### config.mk
export PLATFORM = sky130hd
export DESIGN_NAME = regfile_sb_flat
export DESIGN_NICKNAME = d
export VERILOG_FILES = /design/src/rtl/regfile_pkg.sv /design/src/rtl/regfile_sb_if.sv /design/src/rtl/regfile_sb_scoreboard.sv /design/src/rtl/regfile_sb.sv /design/src/flat_wrapper.sv
export SDC_FILE = /design/constraint.sdc
export NUM_CORES = 2
export LEC_CHECK = 0
export BUFFER_PORTS_ARGS = -buffer_cell sky130_fd_sc_hd__buf_2
export CAP_MARGIN = 15
export CORE_MARGIN = 4
export CORE_UTILIZATION = 57
export CTS_CLUSTER_DIAMETER = 100
export DETAILED_ROUTE_END_ITERATION = 10
export HOLD_SLACK_MARGIN = 0.08
export PLACE_DENSITY = 0.75
export SLEW_MARGIN = 30
export SYNTH_ARGS = -nofsm -noshare
export SYNTH_HDL_FRONTEND = slang
export SYNTH_SLANG_ARGS = --single-unit
### constraint.sdc
create_clock -name clock -period 31.2 [get_ports clock]
set_input_delay 1.56 -clock clock [delete_from_list [all_inputs] [get_ports clock]]
set_output_delay 1.56 -clock clock [all_outputs]
set_load 0.02 [all_outputs]
### src/rtl/regfile_pkg.sv
// Shared register-file constants and the register-index type used by decode and writeback.
package regfile_pkg;

  localparam int NREGS_DEF    = 32;
  localparam int WIDTH_DEF    = 32;
  localparam int ZERO_REG_DEF = 31;
  localparam int XP_REG_DEF   = 30;
  localparam int AW_DEF       = $clog2(NREGS_DEF);

  typedef logic [AW_DEF-1:0] reg_idx_t;

endpackage

### src/rtl/regfile_sb_if.sv
// Decode/writeback-facing bus of the scoreboarded register file.
interface regfile_sb_if
  import regfile_pkg::*;
#(
  parameter int WIDTH = WIDTH_DEF,
  parameter int AW    = AW_DEF
);
  logic [WIDTH-1:0] wdata;
  logic [AW-1:0]    ra;
  logic [AW-1:0]    rb;
  logic [AW-1:0]    rc;
  logic             ra2sel;
  logic             wasel;
  logic             werf;
  logic             sb_set;
  logic [AW-1:0]    sb_addr;
  logic [WIDTH-1:0] radata;
  logic [WIDTH-1:0] rbdata;
  logic             a_busy;
  logic             b_busy;
  logic             stall;

  modport master (
    output wdata, ra, rb, rc, ra2sel, wasel, werf, sb_set, sb_addr,
    input  radata, rbdata, a_busy, b_busy, stall
  );

  modport slave (
    input  wdata, ra, rb, rc, ra2sel, wasel, werf, sb_set, sb_addr,
    output radata, rbdata, a_busy, b_busy, stall
  );
endinterface

### src/rtl/regfile_sb_scoreboard.sv
// Pending-write scoreboard: one busy bit per register, set on issue, cleared on writeback.
module regfile_scoreboard #(
  parameter int NREGS    = 32,
  parameter int AW       = 5,
  parameter int ZERO_REG = 31,
  parameter bit BYPASS   = 1'b1
) (
  input  logic          clock,
  input  logic          reset,
  input  logic          sb_set,
  input  logic [AW-1:0] sb_addr,
  input  logic          werf,
  input  logic [AW-1:0] waddr,
  input  logic [AW-1:0] addr_a,
  input  logic [AW-1:0] addr_b,
  output logic          busy_a,
  output logic          busy_b
);
  localparam logic [AW-1:0] ZERO_IDX = AW'(ZERO_REG);

  logic [NREGS-1:0] busy_reg;
  logic [NREGS-1:0] busy_next;

  // Clear first, then set: a new producer issued on the writeback cycle keeps the bit.
  always_comb begin
    busy_next = busy_reg;
    if (werf)
      busy_next[waddr] = 1'b0;
    if (sb_set && (sb_addr != ZERO_IDX))
      busy_next[sb_addr] = 1'b1;
  end

  always_ff @(posedge clock or posedge reset) begin
    if (reset)
      busy_reg <= '0;
    else
      busy_reg <= busy_next;
  end

  always_comb begin
    busy_a = busy_reg[addr_a] & ~(BYPASS & werf & (waddr == addr_a));
    busy_b = busy_reg[addr_b] & ~(BYPASS & werf & (waddr == addr_b));
  end

endmodule

### src/rtl/regfile_sb.sv
// NREGS x WIDTH register file with zero register, XP write target, optional bypass and scoreboard.
module regfile_sb
  import regfile_pkg::*;
#(
  parameter int WIDTH    = WIDTH_DEF,
  parameter int NREGS    = NREGS_DEF,
  parameter int ZERO_REG = ZERO_REG_DEF,
  parameter int XP_REG   = XP_REG_DEF,
  parameter bit BYPASS   = 1'b1
) (
  input  logic         clock,
  input  logic         reset,
  regfile_sb_if.slave  bus
);
  localparam int            AW       = $clog2(NREGS);
  localparam logic [AW-1:0] ZERO_IDX = AW'(ZERO_REG);
  localparam logic [AW-1:0] XP_IDX   = AW'(XP_REG);

  logic [WIDTH-1:0] regs_reg [NREGS];
  logic [AW-1:0]    waddr;
  logic [AW-1:0]    baddr;
  logic             a_busy;
  logic             b_busy;

  assign waddr = bus.wasel  ? XP_IDX : bus.rc;
  assign baddr = bus.ra2sel ? bus.rc : bus.rb;

  // Flop storage rather than RAM: reads are zero-latency and reset must clear everything.
  always_ff @(posedge clock or posedge reset) begin
    if (reset) begin
      for (int i = 0; i < NREGS; i++)
        regs_reg[i] <= '0;
    end else if (bus.werf && (waddr != ZERO_IDX)) begin
      regs_reg[waddr] <= bus.wdata;
    end
  end

  function automatic logic [WIDTH-1:0] read_port(input logic [AW-1:0] addr);
    if (addr == ZERO_IDX)
      return '0;
    else if (BYPASS && bus.werf && (waddr == addr))
      return bus.wdata;
    else
      return regs_reg[addr];
  endfunction

  always_comb begin
    bus.radata = read_port(bus.ra);
    bus.rbdata = read_port(baddr);
  end

  regfile_scoreboard #(
    .NREGS    (NREGS),
    .AW       (AW),
    .ZERO_REG (ZERO_REG),
    .BYPASS   (BYPASS)
  ) u_scoreboard (
    .clock   (clock),
    .reset   (reset),
    .sb_set  (bus.sb_set),
    .sb_addr (bus.sb_addr),
    .werf    (bus.werf),
    .waddr   (waddr),
    .addr_a  (bus.ra),
    .addr_b  (baddr),
    .busy_a  (a_busy),
    .busy_b  (b_busy)
  );

  assign bus.a_busy = a_busy;
  assign bus.b_busy = b_busy;
  assign bus.stall  = a_busy | b_busy;

endmodule
### src/flat_wrapper.sv
// flat-port wrapper written by rule: the top's interface ports become plain ports
module regfile_sb_flat import regfile_pkg::*;
#(
  parameter int WIDTH    = WIDTH_DEF,
  parameter int NREGS    = NREGS_DEF,
  parameter int ZERO_REG = ZERO_REG_DEF,
  parameter int XP_REG   = XP_REG_DEF,
  parameter bit BYPASS   = 1'b1
)
  (clock, reset, bus_wdata, bus_ra, bus_rb, bus_rc, bus_ra2sel, bus_wasel, bus_werf, bus_sb_set, bus_sb_addr, bus_radata, bus_rbdata, bus_a_busy, bus_b_busy, bus_stall);
  regfile_sb_if #(.WIDTH(WIDTH)) bus_i ();
  input  logic clock;
  input  logic reset;
  input wire logic [$bits(bus_i.wdata)-1:0] bus_wdata;
  input wire logic [$bits(bus_i.ra)-1:0] bus_ra;
  input wire logic [$bits(bus_i.rb)-1:0] bus_rb;
  input wire logic [$bits(bus_i.rc)-1:0] bus_rc;
  input wire logic [$bits(bus_i.ra2sel)-1:0] bus_ra2sel;
  input wire logic [$bits(bus_i.wasel)-1:0] bus_wasel;
  input wire logic [$bits(bus_i.werf)-1:0] bus_werf;
  input wire logic [$bits(bus_i.sb_set)-1:0] bus_sb_set;
  input wire logic [$bits(bus_i.sb_addr)-1:0] bus_sb_addr;
  output wire logic [$bits(bus_i.radata)-1:0] bus_radata;
  output wire logic [$bits(bus_i.rbdata)-1:0] bus_rbdata;
  output wire logic [$bits(bus_i.a_busy)-1:0] bus_a_busy;
  output wire logic [$bits(bus_i.b_busy)-1:0] bus_b_busy;
  output wire logic [$bits(bus_i.stall)-1:0] bus_stall;
  assign bus_i.wdata = bus_wdata;
  assign bus_i.ra = bus_ra;
  assign bus_i.rb = bus_rb;
  assign bus_i.rc = bus_rc;
  assign bus_i.ra2sel = bus_ra2sel;
  assign bus_i.wasel = bus_wasel;
  assign bus_i.werf = bus_werf;
  assign bus_i.sb_set = bus_sb_set;
  assign bus_i.sb_addr = bus_sb_addr;
  assign bus_radata = bus_i.radata;
  assign bus_rbdata = bus_i.rbdata;
  assign bus_a_busy = bus_i.a_busy;
  assign bus_b_busy = bus_i.b_busy;
  assign bus_stall = bus_i.stall;
  regfile_sb #(.WIDTH(WIDTH), .NREGS(NREGS), .ZERO_REG(ZERO_REG), .XP_REG(XP_REG), .BYPASS(BYPASS)) u_core (.clock(clock), .reset(reset), .bus(bus_i));
endmodule
==> run metrics <==
setup_tns=0 ns; layer with the highest usage=met2; Synth Cell Area=0.0572 mm2; crit path capture type=output port; grt ovf=0; Vias=39600; vias in the first global route=40400; final hold vios=0; Yosys Warn Count=0; CP Class=input port to output port; largest net degree at the start of global routing=168; Synthesized Nets=4271; GR Layer Usage met3=8.55%; width of the die=325 um; crit-path max FO=64; unique cell type count in the Yosys netlist=55; ys async rst share=100%; Port Buffers=124; Post-synth EDFFs=0; Tcrit/Tclk final=25.7%; skew final=0 ns; max FFs per register=1024; PwrDens=61.0 mW/mm2; RSZ-0062 raised after global routing=false; Vias/cell=7.29; Die Span Y=325 um; first-pass GRT wire length=270000 um; area grow syn2layout=9.14%; routability cong.=0.899; pre-CTS setup slack=23.37 ns; Initial Utilization=57.8%; core footprint=0.0990 mm2; Clock Path Buffers=3; Iter 0 DRT Violations=5558; Critical Path AT=6.45 ns; PostCTS Resize Cnt=0; dpl hpwl=93600 um; outcome=finished, final reports clean; final wirelength=181000 um; Slew headroom=27.2%; DR DRC count=0; # IOs=125; pin slew with the least headroom to its limit=1.09 ns; Lkg Pwr=28.1 nW; initial antenna violation count=5; fin. max-slew vios=0; CTS tree=yes; Inserted Clock Buffers=112; worst path required time=29.64 ns; top_reg_cell synth=dfrtp_1; share of cells above drive strength 1=46.3%; worst-skew pair later-pin latency=0.70 ns; synthesized area per cell=13.6 um2; Clk Tree Root Cell=clkbuf_16; WL/cell=33.3 um; Tmin final=8.01 ns; Setup Fix Bufs, Post-CTS=0; fin worst setup slack=23.19 ns; Detail Route Antenna Nets=0; met1 Track Usage GR=44.1%; Final #Nets=4109; Fmax=125 MHz; iteration count of the initial detailed-routing pass=6; hold_buf cts=0; Mapped Cells=4213; Clock H-tree levels=3; Max Cap Violations=0; floorplan row count=115; Reg clk slew, reported paths=0.06 ns; met2 GRT Util=54.1%; global-route usage over all layers=34.3%; worst min-delay path class=flip-flop to flip-flop; DIE AREA=0.105 mm2; VDD IR max=47.0 uV; setup violators final=0; flops & latches, synth=1056; post-synthesis sequential area ratio=46.2%; Setup crit start kind=input port; TritonCTS Sinks=1056
cell families after synthesis:
logic type,after synthesis,share of synthesized area (%)
multiplexers,1552,40.1
flip-flops,1056,46.2
AND/OR/NAND/NOR,784,5.99
buffers and inverters,478,3.65
AO/OA/AOI/OAI,341,4.03
XOR/XNOR,2,0.0306
worst max-delay path: stages:
cell     delay (ns)
buf_2          0.67
mux2i_4        0.34
buf_4          0.67
buf_4          0.79
buf_4          0.83
mux4_2         0.35
a21oi_1        0.04
nor4_1         0.36
nor3_1         0.12
nor2_1         0.34
buf_2          0.24
Yosys cell counts, drive strengths merged, types with 2 or more instances:
cell type | instances | share of area, %
buf | 225 | 2.0
a21boi | 5 | 0.066
mux2 | 994 | 20
a21o | 3 | 0.039
nor3b | 2 | 0.026
a211oi | 35 | 0.46
a31oi | 4 | 0.044
a22oi | 20 | 0.26
mux2i | 69 | 1.3
a22o | 17 | 0.26
nor2b | 6 | 0.066
mux4 | 489 | 19
a32o | 30 | 0.53
nor4 | 61 | 0.67
nand4b | 3 | 0.046
a32oi | 31 | 0.47
clkbuf | 243 | 1.6
inv | 10 | 0.066
dfrtp | 1056 | 46
a21oi | 88 | 0.77
or2 | 2 | 0.022
a221oi | 3 | 0.046
nand2 | 410 | 2.7
o21ai | 52 | 0.46
nand3 | 131 | 1.1
o22ai | 38 | 0.42
nand4 | 6 | 0.066
nand2b | 8 | 0.088
xnor2 | 2 | 0.031
nand3b | 2 | 0.026
nor2 | 105 | 0.69
and2 | 4 | 0.044
nor3 | 41 | 0.38
o211ai | 3 | 0.039
o31ai | 5 | 0.066
routing by layer:
metal | vias up | part of all wire [%]
li1 | 15600 | -
met1 | 20800 | 36
met2 | 2511 | 47
met3 | 668 | 10
met4 | 4 | 6.2
met5 | - | 0.014
path summary, 6_finish.rpt:
kind | from | to | slack [ns] | cells past startpoint
max | bus_ra2sel | bus_rbdata[9] | 23.19 | 11
min | u_core.regs_reg[2] | u_core.regs_reg[2] | 0.40 | 0
max reg2reg | u_core.regs_reg[351] | u_core.regs_reg[351] | 30.38 | 1
min reg2reg | u_core.regs_reg[2] | u_core.regs_reg[2] | 0.40 | 0
max in group asynchronous | reset | u_core.regs_reg[474] | 27.08 | 7
min in group asynchronous | reset | u_core.regs_reg[644] | 0.88 | 2
per-stage QoR:
| step | power (mW) | hold slack [ns] | area (um2) | std cells | utilization, % |
|---|---|---|---|---|---|
| final | 3.81 | 0.398 | 62400 | 5431 | 63.0 |
| after global routing | 3.93 | 0.409 | 62400 | 5429 | 63.0 |
| after CTS | 3.80 | 0.397 | 62300 | 5426 | 63.0 |
| after detailed placement | 2.39 | 0.382 | 58400 | 5221 | 59.0 |
| after global placement | 2.36 | 0.376 | 58300 | 5217 | 58.9 |
| after floorplan | 2.20 | 0.440 | 57200 | 4213 | - |
power by group:
part | switching, mW | internal (mW)
clock | 0.569 | 0.852
combinational | 0.332 | 0.370
sequential | 0.137 | 1.55
total | 1.04 | 2.77
placed cells by master, fill, tap and decap left out, types with 30 or more instances in the layout:
cell type / n
a32oi_1: 30
a21oi_1: 84
mux2i_1: 67
clkbuf_16: 113
mux2_2: 992
nand3_1: 129
nor4_1: 60
mux4_2: 489
a32o_1: 30
buf_2: 120
a211oi_1: 35
nor3_1: 37
nor2_1: 104
o21ai_0: 50
buf_4: 54
o22ai_1: 38
nand2_1: 379
dfrtp_1: 1056
area by class of cell:
cell class / count / area (um2)
Sequential cell: 1056 / 26400
Clock buffer: 160 / 3240
Fill cell: 7258 / 36600
Inverter: 10 / 42.5
Tap cell: 1287 / 1610
Clock inverter: 45 / 663
Multi-Input combinational cell: 2679 / 29100
Antenna cell: 2 / 5.00
Timing Repair Buffer: 192 / 1330
Power figures use the tool's default switching activity.
